==> config.mk <==
export PLATFORM = sky130hd
export DESIGN_NAME = reg_bus_arbiter
export DESIGN_NICKNAME = d
export VERILOG_FILES = /design/src/rtl/reg_bus_arbiter.sv
export SDC_FILE = /design/constraint.sdc
export NUM_CORES = 1
export LEC_CHECK = 0
export CAP_MARGIN = 25
export CORE_AREA = 10 10 148 150
export DETAILED_ROUTE_END_ITERATION = 6
export DIE_AREA = 0 0 158 160
export HOLD_SLACK_MARGIN = 0.06
export PLACE_DENSITY = 0.76
export SYNTH_ARGS = -nofsm -noshare
export SYNTH_HDL_FRONTEND = slang
export SYNTH_SLANG_ARGS = --single-unit
==> constraint.sdc <==
create_clock -name clockCore -period 2.65 [get_ports clockCore]
set_clock_uncertainty 0.15 [all_clocks]
set_input_delay 0.265 -clock clockCore [delete_from_list [all_inputs] [get_ports clockCore]]
set_output_delay 0.265 -clock clockCore [all_outputs]
set_load 0.02 [all_outputs]
==> src/rtl/reg_bus_arbiter.sv <==
// -----------------------------------------------------------------------------
// reg_bus_arbiter
//
// Arbitrates four register-bus masters onto a single downstream register
// decode bus. Masters are served round-robin, one outstanding downstream
// transaction at a time. A transaction that sees no downstream ack within
// TIMEOUT_CYCLES wait cycles is aborted and reported to its master as an
// error carrying the 0xDEAD_BEEF poison pattern.
//
// Parameters
//   TIMEOUT_CYCLES     wait cycles without registerAck before abort (2..255)
//
// Ports
//   clockCore          single clock, rising edge
//   resetCore          synchronous, active-low reset
//   masterSelect0..3   level request, held until the matching masterAck
//   masterRead0..3     1 = read, 0 = write
//   masterAddress0..3  request address
//   masterWriteData0..3 request write data
//   masterAck0..3      one-cycle completion pulse to the granted master
//   masterError        completion status, valid with masterAck
//   masterReadData     completion read data, valid with masterAck
//   registerSelect     one-cycle command strobe to the downstream bus
//   registerRead       read flag, only high together with registerSelect
//   registerAddress    latched command address
//   registerWriteData  latched command write data
//   registerAck        downstream completion, sampled only while waiting
//   registerError      downstream error status
//   registerReadData   downstream read data
//   grantId            index of the current or most recent grant
//   busy               transaction in flight (ISSUE, WAIT or DONE)
//   busTimeout         one-cycle pulse when a transaction is aborted
// -----------------------------------------------------------------------------
module reg_bus_arbiter #(
   parameter int unsigned TIMEOUT_CYCLES = 255
) (
   input  logic        clockCore,
   input  logic        resetCore,

   input  logic        masterSelect0,
   input  logic        masterSelect1,
   input  logic        masterSelect2,
   input  logic        masterSelect3,
   input  logic        masterRead0,
   input  logic        masterRead1,
   input  logic        masterRead2,
   input  logic        masterRead3,
   input  logic [31:0] masterAddress0,
   input  logic [31:0] masterAddress1,
   input  logic [31:0] masterAddress2,
   input  logic [31:0] masterAddress3,
   input  logic [31:0] masterWriteData0,
   input  logic [31:0] masterWriteData1,
   input  logic [31:0] masterWriteData2,
   input  logic [31:0] masterWriteData3,

   output logic        masterAck0,
   output logic        masterAck1,
   output logic        masterAck2,
   output logic        masterAck3,
   output logic        masterError,
   output logic [31:0] masterReadData,

   output logic        registerSelect,
   output logic        registerRead,
   output logic [31:0] registerAddress,
   output logic [31:0] registerWriteData,
   input  logic        registerAck,
   input  logic        registerError,
   input  logic [31:0] registerReadData,

   output logic [1:0]  grantId,
   output logic        busy,
   output logic        busTimeout
);

   localparam logic [1:0] ST_IDLE  = 2'd0;
   localparam logic [1:0] ST_ISSUE = 2'd1;
   localparam logic [1:0] ST_WAIT  = 2'd2;
   localparam logic [1:0] ST_DONE  = 2'd3;

   localparam logic [7:0]  TIMEOUT_LAST = 8'(TIMEOUT_CYCLES - 1);
   localparam logic [31:0] POISON_DATA  = 32'hDEAD_BEEF;

   // Gather the per-master scalar ports into indexable form.
   logic [3:0]  req;
   logic [3:0]  req_read;
   logic [31:0] req_addr  [4];
   logic [31:0] req_wdata [4];

   assign req      = {masterSelect3, masterSelect2, masterSelect1, masterSelect0};
   assign req_read = {masterRead3, masterRead2, masterRead1, masterRead0};

   assign req_addr[0]  = masterAddress0;
   assign req_addr[1]  = masterAddress1;
   assign req_addr[2]  = masterAddress2;
   assign req_addr[3]  = masterAddress3;
   assign req_wdata[0] = masterWriteData0;
   assign req_wdata[1] = masterWriteData1;
   assign req_wdata[2] = masterWriteData2;
   assign req_wdata[3] = masterWriteData3;

   // State
   logic [1:0]  state;
   logic [1:0]  last_grant;
   logic [1:0]  grant_id;
   logic [7:0]  wait_count;
   logic        cmd_select;
   logic        cmd_read;
   logic [31:0] cmd_addr;
   logic [31:0] cmd_wdata;
   logic [3:0]  ack_vec;
   logic        rsp_error;
   logic [31:0] rsp_rdata;
   logic        timeout_pulse;

   // Round-robin pick: scan offsets 1..4 from the last grant. Offset 4 wraps
   // to the last grant itself, so a lone repeat requester still wins.
   logic       win_valid;
   logic [1:0] win_id;
   logic [1:0] cand;

   always_comb begin
      win_valid = 1'b0;
      win_id    = '0;
      cand      = '0;
      for (int unsigned i = 1; i <= 4; i++) begin
         cand = last_grant + 2'(i);
         if (!win_valid && req[cand]) begin
            win_valid = 1'b1;
            win_id    = cand;
         end
      end
   end

   always_ff @(posedge clockCore) begin
      if (!resetCore) begin
         state         <= ST_IDLE;
         last_grant    <= 2'd3;
         grant_id      <= '0;
         wait_count    <= '0;
         cmd_select    <= 1'b0;
         cmd_read      <= 1'b0;
         cmd_addr      <= '0;
         cmd_wdata     <= '0;
         ack_vec       <= '0;
         rsp_error     <= 1'b0;
         rsp_rdata     <= '0;
         timeout_pulse <= 1'b0;
      end else begin
         // Strobes and pulses default low; each is raised for exactly one cycle.
         cmd_select    <= 1'b0;
         ack_vec       <= '0;
         timeout_pulse <= 1'b0;

         case (state)
            ST_IDLE: begin
               if (win_valid) begin
                  grant_id   <= win_id;
                  last_grant <= win_id;
                  cmd_read   <= req_read[win_id];
                  cmd_addr   <= req_addr[win_id];
                  cmd_wdata  <= req_wdata[win_id];
                  cmd_select <= 1'b1;
                  state      <= ST_ISSUE;
               end
            end

            ST_ISSUE: begin
               wait_count <= '0;
               state      <= ST_WAIT;
            end

            ST_WAIT: begin
               // Ack is checked first so an ack on the final wait cycle wins.
               if (registerAck) begin
                  rsp_error <= registerError;
                  rsp_rdata <= registerReadData;
                  ack_vec   <= 4'b0001 << grant_id;
                  state     <= ST_DONE;
               end else if (wait_count == TIMEOUT_LAST) begin
                  rsp_error     <= 1'b1;
                  rsp_rdata     <= POISON_DATA;
                  ack_vec       <= 4'b0001 << grant_id;
                  timeout_pulse <= 1'b1;
                  state         <= ST_DONE;
               end else begin
                  wait_count <= wait_count + 8'd1;
               end
            end

            ST_DONE: begin
               state <= ST_IDLE;
            end

            default: begin
               state <= ST_IDLE;
            end
         endcase
      end
   end

   assign masterAck0        = ack_vec[0];
   assign masterAck1        = ack_vec[1];
   assign masterAck2        = ack_vec[2];
   assign masterAck3        = ack_vec[3];
   assign masterError       = rsp_error;
   assign masterReadData    = rsp_rdata;

   assign registerSelect    = cmd_select;
   assign registerRead      = cmd_select & cmd_read;
   assign registerAddress   = cmd_addr;
   assign registerWriteData = cmd_wdata;

   assign grantId           = grant_id;
   assign busy              = (state != ST_IDLE);
   assign busTimeout        = timeout_pulse;

endmodule

==> metrics.md, run 1 <==
| Metric | Value |
|---|---|
| Worst Path Class, Setup | `reg2out` |
| Number of placed instances with taps included | `roughly 1400` |
| Result of the run | `complete, no violations` |
| Via-to-Cell Ratio | `around 5.4` |
| Reg-to-Reg Start | `state[0]$_SDFFE_PN0P_` |
| Final GP Congestion | `0.8764` |
| Worst supply voltage drop on vdd | `~440 uV` |
| Post-synth EDFFs | `0` |
| Fin crit share | `0.8431` |
| CTS sink count | `about 120` |
| Top area cells in the synthesized netlist | `sky130_fd_sc_hd__dfxtp_1, sky130_fd_sc_hd__mux2i_1, sky130_fd_sc_hd__and4_1` |
| Power consumption | `10.04 mW` |
| Area used by sequential logic in the layout | `roughly 0.0024 mm2` |
| Hold-critical path depth | `2` |
| Amount of wire on met3 after detailed routing | `between 2000 and 3000 um` |
| TNS Setup | `0 ns` |
| Height of the chip | `160 um` |
| Placed Area | `around 0.011 mm2` |
| Final hold violations | `0` |
| Number of setup violations in the final report | `0` |
| Startpoint of the lowest-slack hold path | `registerWriteData[24]$_SDFFE_PN0P_` |
| Root buffer cell | `sky130_fd_sc_hd__clkbuf_16` |
| Crit-path max FO | `6` |
| Number of global-route vias before repair | `7570` |
| Detail Route met2 WL | `approximately 15000 um` |
| Post-layout nets | `1465` |
| Initial antenna violation count | `2` |
| Count of synthesis-stage warnings from yosys | `0` |
| Kind of cell with the highest combined delay on the critical path | `buffers and inverters` |
| Met1 Wirelength | `roughly 11000 um` |
| Clock insertion delay at the later pin of the skew report | `between 0.4 and 0.5 ns` |
| Number of nets still failing antenna checks after routing | `0` |
| Ys async rst share | `0` |
| First-pass GRT wire length | `about 44000 um` |
| CP most frequent cell | `sky130_fd_sc_hd__inv_1` |
| Port buffer count | `~410` |
| Cell-by-cell listing of the critical path | `inv_1, ha_1, inv_1, clkdlybuf4s50_1` |
| Dpl hpwl | `22910 um` |
| CTS hold repair buffers | `0` |
| Final-layout worst hold slack | `0.3140 ns` |
| H-tree depth reported by CTS | `4` |
| Cell accounting for the most synthesized area | `sky130_fd_sc_hd__dfxtp_1` |
| Worst Setup Slack post-DPL | `slightly above 0.07 ns` |
| Critical path startpoint | `state[0]$_SDFFE_PN0P_` |
| Number of cells in the finished layout apart from fillers | `1411` |
| Die boundary width | `approximately 160 um` |
| # Post-CTS Setup Buffers | `0` |
| Post-Synthesis Cell Area | `0.006720 mm2` |
| Layout fillers | `between 1500 and 2000` |
| Measured slew at the worst slew-check pin | `around 0.72 ns` |
| Syn Area/Cell | `between 8 and 9 um2` |
| Mean routed wirelength per cell | `about 21 um` |
| Fraction of layout instances using a drive strength above 1 | `0.06058` |
| Top Ports | `slightly above 400` |
| Data required time of the critical path | `2.24 ns` |
| Worst r2r dst | `wait_count[7]$_SDFFE_PN0P_` |
| Setup repair after global routing missed its margin | `false` |
| Post-layout minimum cycle time | `between 2 and 2.5 ns` |
| Netlist cell types | `43` |
| Number of maximum-capacitance violations | `0` |
| Clock-pin transition on the worst setup and hold timing paths | `~0.050 ns` |
| Smallest setup slack after layout | `approximately 0.42 ns` |
| Number of nets produced by synthesis | `around 1100` |
| Placeable core region | `about 0.019 mm2` |
| Relative slew slack | `0.5138` |
| Area added between synthesis and finish | `71.87%` |
| Leakage power summed over all cells | `4.539 nW` |
| Total Routing Usage GR | `0.2234` |
| Maximum cell stage delay along the critical path | `between 0.6 and 0.7 ns` |
| Share of the yosys chip area belonging to registers | `0.3515` |
| Largest net degree at the start of global routing | `103` |
| CTS tree | `yes` |
| Drt drc | `0` |
| Highest attainable clock frequency | `447.6 MHz` |
| Number of buffers inserted during clock tree synthesis | `17` |
| Multi-input gate area in the final layout | `0.003670 mm2` |
| Deepest clock path buffer count | `2` |
| Final non-filler cell area | `approximately 0.012 mm2` |
| Synth Flop Type | `sky130_fd_sc_hd__dfxtp_1` |
| Post-Syn Instances | `approximately 790` |
| Kind of capture point of the worst setup path | `primary output` |
| Most common library cells after synthesis | `sky130_fd_sc_hd__dfxtp_1, sky130_fd_sc_hd__nand2_1, sky130_fd_sc_hd__inv_1` |
| Number of DRC markers in iteration 0 | `just under 500` |
| FF-to-FF path depth | `7` |
| Remaining Overflow, GRT | `0` |
| First drt pass iteration count | `5` |
| Element type at the critical path start | `flop` |
| Die Footprint | `0.02528 mm2` |
| Count leader, synth | `sky130_fd_sc_hd__dfxtp_1` |
| Arr. time, crit path | `approximately 1.8 ns` |
| Row cnt | `roughly 50` |
| Initial core utilization | `0.3522` |
| Master of the slowest instance on the critical path | `sky130_fd_sc_hd__clkdlybuf4s50_1` |
| Fin. max-slew vios | `0` |
| Fin util | `0.6054` |
| Post-cts resize count | `0` |
| Total wirelength of the detailed-routed design | `between 20000 and 30000 um` |
| Yosys top cell area share | `0.3515` |
| Hold Path Sink | `registerWriteData[24]$_SDFFE_PN0P_` |
| PD cells | `slightly below 900 mW/mm2` |
| Path type of the worst min-delay path | `reg2reg` |
| Register bit count reported by yosys | `approximately 120` |
| Reg-to-reg slack, setup | `around 0.48 ns` |
| Buf+Inv Stages, Crit Path | `3` |
| Highest routed layer | `met5` |
| Total number of vias | `7580` |
metal layers:
metal	up-vias	track usage
met5	-	0
met4	2	0.08635
met3	40	0.07843
met2	349	0.3824
met1	3532	0.2468
li1	3657	-
layout by cell type, fill, tap and decap left out, types with 7 or more instances in the layout:
master                            instances
sky130_fd_sc_hd__a21oi_1                  7
sky130_fd_sc_hd__a22oi_1                  8
sky130_fd_sc_hd__a31oi_1                 65
sky130_fd_sc_hd__and4_1                  66
sky130_fd_sc_hd__buf_12                  10
sky130_fd_sc_hd__buf_4                   10
sky130_fd_sc_hd__clkbuf_16               17
sky130_fd_sc_hd__clkdlybuf4s50_1        406
sky130_fd_sc_hd__dfxtp_1                118
sky130_fd_sc_hd__inv_1                   74
sky130_fd_sc_hd__mux2i_1                 65
sky130_fd_sc_hd__nand2_1                 75
sky130_fd_sc_hd__nor2_1                  23
sky130_fd_sc_hd__o211ai_1                68
sky130_fd_sc_hd__o21ai_0                 66
sky130_fd_sc_hd__o221a_1                 13
sky130_fd_sc_hd__o221a_2                 12
power by group:
| part | internal [mW] | switching (mW) |
|---|---|---|
| clock network | 1.50 | 0.824 |
| logic | 2.37 | 2.65 |
| registers | 2.37 | 0.316 |
| total | 6.24 | 3.79 |
cells by family after synthesis:
group,count (synthesis),share of synthesized area
AND/OR/NAND/NOR,195,0.1705
multiplexers,65,0.09682
AO/OA/AOI/OAI,251,0.2560
XOR/XNOR,4,0.005214
adder cells (fa/ha/maj),6,0.01117
buffers and inverters,154,0.1087
flip-flops,118,0.3515
worst max path at each step:
stage,endpoint,cells past startpoint
global route,wait_count[5]$_SDFFE_PN0P_,7
detailed placement,cmd_read$_SDFFE_PN0P_,7
floorplan,wait_count[7]$_SDFFE_PN0P_,8
finish,busy,4
global placement,registerAddress[3]$_SDFFE_PN0P_,7
CTS,masterReadData[11]$_SDFFE_PN0P_,7
registers in the layout, summed over array words and instances (netlist names):
name,count
grantId,2
ack_vec,4
state,2
cmd_read,1
registerAddress,32
registerSelect,1
masterReadData,32
busTimeout,1
masterError,1
registerWriteData,32
wait_count,8
last_grant,2
worst min-delay path: stages (launching register included):
cell and delay, ns:
sky130_fd_sc_hd__dfxtp_1 0.32, sky130_fd_sc_hd__nand2_1 0.05, sky130_fd_sc_hd__o211ai_1 0.06
final cells by class:
type,count,area share
inverters,74,0.02405
clock buffers,24,0.03997
repair buffers,427,0.3770
clock inverters,8,0.01072
multi-input cells,521,0.3177
flip-flops and latches,118,0.2045
diodes,1,0.0002167
well taps,238,0.02578
(Power assumes the default switching activity.)
==> inputs of run 2 (changes only) <==
==> constraint.sdc (replaced) <==
create_clock -name clockCore -period 2.1 [get_ports clockCore]
set_clock_uncertainty 0.15 [all_clocks]
set_input_delay 0.21 -clock clockCore [delete_from_list [all_inputs] [get_ports clockCore]]
set_output_delay 0.21 -clock clockCore [all_outputs]
set_load 0.02 [all_outputs]
==> run 2 against run 1 <==
Compared with the run above:
- sequential power grew 27%
- cell count up 2.3%
- highest routed layer is now met4
- worst hold slack got worse by 0.047 ns
- critical path depth up 2
- non-clock buffer count rose by 31
- utilization increased by 1.4 points
==> metrics.md, run 2 (synthesized netlist as in run 1, its figures left out) <==
| Metric | Value |
|---|---|
| Result of the run | `complete, no violations` |
| Share of total power in combinational logic | `0.522` |
| Final GP Congestion | `0.8686` |
| Power consumption | `approximately 13 mW` |
| Number of nets still failing antenna checks after routing | `0` |
| Data required time of the critical path | `approximately 2.3 ns` |
| Clock-pin transition on the worst setup and hold timing paths | `0.06 ns` |
| Number of setup violations in the final report | `0` |
| Share of total power in sequential cells | `0.269` |
| Path type of the worst min-delay path | `in2reg` |
| Most common cell after layout, fill and taps aside | `sky130_fd_sc_hd__clkdlybuf4s50_1` |
| Fraction of layout instances using a drive strength above 1 | `0.09068` |
| CTS sink count | `approximately 120` |
| Worst Path Class, Setup | `reg2reg` |
| Initial core utilization | `0.3522` |
| Total number of vias | `between 7000 and 8000` |
| Element type at the critical path start | `flop` |
| Relative contribution of the clock network to total power | `0.209` |
| Internal power summed over all cells | `7.779 mW` |
| Clock insertion delay at the later pin of the skew report | `around 0.42 ns` |
| Most used cells in the layout excluding fill and tap cells | `sky130_fd_sc_hd__clkdlybuf4s50_1, sky130_fd_sc_hd__dfxtp_1, sky130_fd_sc_hd__nand2_1` |
| Fin. max-slew vios | `0` |
| Number of DRC markers in iteration 0 | `410` |
| Via-to-Cell Ratio | `about 5.3` |
| Root buffer cell | `sky130_fd_sc_hd__clkbuf_16` |
| Relative slew slack | `0.7562` |
| Net switching power | `about 4.9 mW` |
| Fin crit share | `0.9713` |
| Leakage power summed over all cells | `4.679 nW` |
| Initial antenna violation count | `3` |
| CTS tree | `yes` |
| H-tree depth reported by CTS | `4` |
| Final hold violations | `0` |
| Number of global-route vias before repair | `about 7600` |
| Multi-input gate area in the final layout | `roughly 0.0037 mm2` |
| Number of maximum-capacitance violations | `0` |
| Post-layout nets | `between 1000 and 1500` |
| Top Ports | `~400` |
| Largest net degree at the start of global routing | `63` |
| Die boundary width | `~160 um` |
| Height of the chip | `roughly 160 um` |
| First drt pass iteration count | `5` |
| Worst supply voltage drop on vdd | `approximately 630 uV` |
| Total wirelength of the detailed-routed design | `about 30000 um` |
| Row cnt | `51` |
| PD cells | `approximately 1100 mW/mm2` |
| Drt drc | `0` |
| Setup repair after global routing missed its margin | `false` |
| Remaining Overflow, GRT | `0` |
| Area used by sequential logic in the layout | `approximately 0.0024 mm2` |
| Kind of capture point of the worst setup path | `flop` |
| Port buffer count | `just over 400` |
| Proportion of total power due to net switching | `0.3862` |
| Highest attainable clock frequency | `about 500 MHz` |
| Arr. time, crit path | `between 2 and 2.5 ns` |
| Measured slew at the worst slew-check pin | `between 0.3 and 0.4 ns` |
| Area added between synthesis and finish | `75.83%` |
| Total Routing Usage GR | `0.2216` |
| Post-layout minimum cycle time | `a little over 2 ns` |
| Number of buffers inserted during clock tree synthesis | `17` |
| First-pass GRT wire length | `about 44000 um` |
| Crit-path max FO | `27` |
| Worst Setup Slack post-DPL | `-0.2718 ns` |
| Deepest clock path buffer count | `2` |
| Mean routed wirelength per cell | `roughly 20 um` |
| Smallest setup slack after layout | `0.06020 ns` |
| Final-layout worst hold slack | `between 0.2 and 0.3 ns` |
| Layout fillers | `approximately 1600` |
| Dpl hpwl | `approximately 24000 um` |
| Placeable core region | `~0.019 mm2` |
| Die Footprint | `approximately 0.025 mm2` |
[run 2: cell count changes in the layout (fill, tap and decap cells not counted), moves of 2 or more]
cell | before | now
sky130_fd_sc_hd__buf_12 | 10 | 16
sky130_fd_sc_hd__clkbuf_1 | 6 | 0
sky130_fd_sc_hd__clkinv_4 | 1 | 3
sky130_fd_sc_hd__buf_4 | 10 | 36
sky130_fd_sc_hd__clkinvlp_4 | 2 | 5
sky130_fd_sc_hd__mux2i_1 | 65 | 63
sky130_fd_sc_hd__inv_6 | 0 | 3
sky130_fd_sc_hd__diode_2 | 1 | 3
sky130_fd_sc_hd__bufinv_16 | 3 | 0
sky130_fd_sc_hd__mux2i_2 | 0 | 2
[run 2: final cells by class]
| cell class | count | share of cell area |
|---|---|---|
| antenna | 3 | 0.0006353 |
| tap | 238 | 0.02520 |
| clock inverter | 13 | 0.008471 |
| timing repair buffer | 458 | 0.3939 |
| inverter | 74 | 0.02351 |
| sequential | 118 | 0.1999 |
| clock buffer | 18 | 0.03717 |
| multi-input combinational | 521 | 0.3112 |
[run 2: power groups by stage]
stage	combinational, mW	clock [mW]	sequential, mW
after CTS	6.61	2.71	3.41
after global placement	6.53	0	3.42
after detailed placement	6.60	0	3.45
after global routing	7.05	2.83	3.50
final	6.61	2.65	3.41
after floorplan	2.66	0	4.25
[run 2: path summary, 6_finish.rpt]
check | start | end | slack [ns] | cells after the start
worst max-delay path | last_grant[0]$_SDFFE_PN1P_ | registerWriteData[16]$_SDFFE_PN0P_ | 0.06 | 6
worst min-delay path | registerReadData[22] | masterReadData[22]$_SDFFE_PN0P_ | 0.27 | 3
worst max register to register | last_grant[0]$_SDFFE_PN1P_ | registerWriteData[16]$_SDFFE_PN0P_ | 0.06 | 6
worst min register to register | registerAddress[8]$_SDFFE_PN0P_ | registerAddress[8]$_SDFFE_PN0P_ | 0.32 | 2
[run 2: worst max-delay path: stages, from the launching register on]
cell and delay (ns):
sky130_fd_sc_hd__dfxtp_1 0.39, sky130_fd_sc_hd__nand2b_1 0.19, sky130_fd_sc_hd__a21bo_4 0.18, sky130_fd_sc_hd__and3_4 0.29
sky130_fd_sc_hd__buf_12 0.23, sky130_fd_sc_hd__mux2i_2 0.34, sky130_fd_sc_hd__o211ai_1 0.11
[run 2: repair_timing]
item | CTS | global route
pin swaps | 0 | 1
setup buffers | 0 | 1
endpoints found under the setup margin | 1 | 4
gates resized for setup | 1 | 3
hold buffers | 0 | 0
hold endpoints to repair | 0 | 0
[run 2: through the flow]
stage | setup TNS [ns] | std cells | utilization | instance area, um2
after floorplan | 0 | 793 | - | 6720
after global placement | -8.539 | 1408 | 0.5892 | 11240
after detailed placement | -11.18 | 1408 | 0.5892 | 11240
after CTS | 0 | 1439 | 0.6174 | 11780
after global routing | 0 | 1442 | 0.6192 | 11810
final | 0 | 1443 | 0.6193 | 11820
[run 2: routing by layer]
| metal | routed length, um | global-route usage | vias up | part of all wire |
|---|---|---|---|---|
| li1 | - | - | 3737 | - |
| met1 | 11270 | 0.2398 | 3510 | 0.38 |
| met2 | 14920 | 0.3840 | 323 | 0.50 |
| met3 | 2776 | 0.08139 | 42 | 0.093 |
| met4 | 763 | 0.08298 | 0 | 0.026 |
| met5 | 0 | 0 | - | 0 |
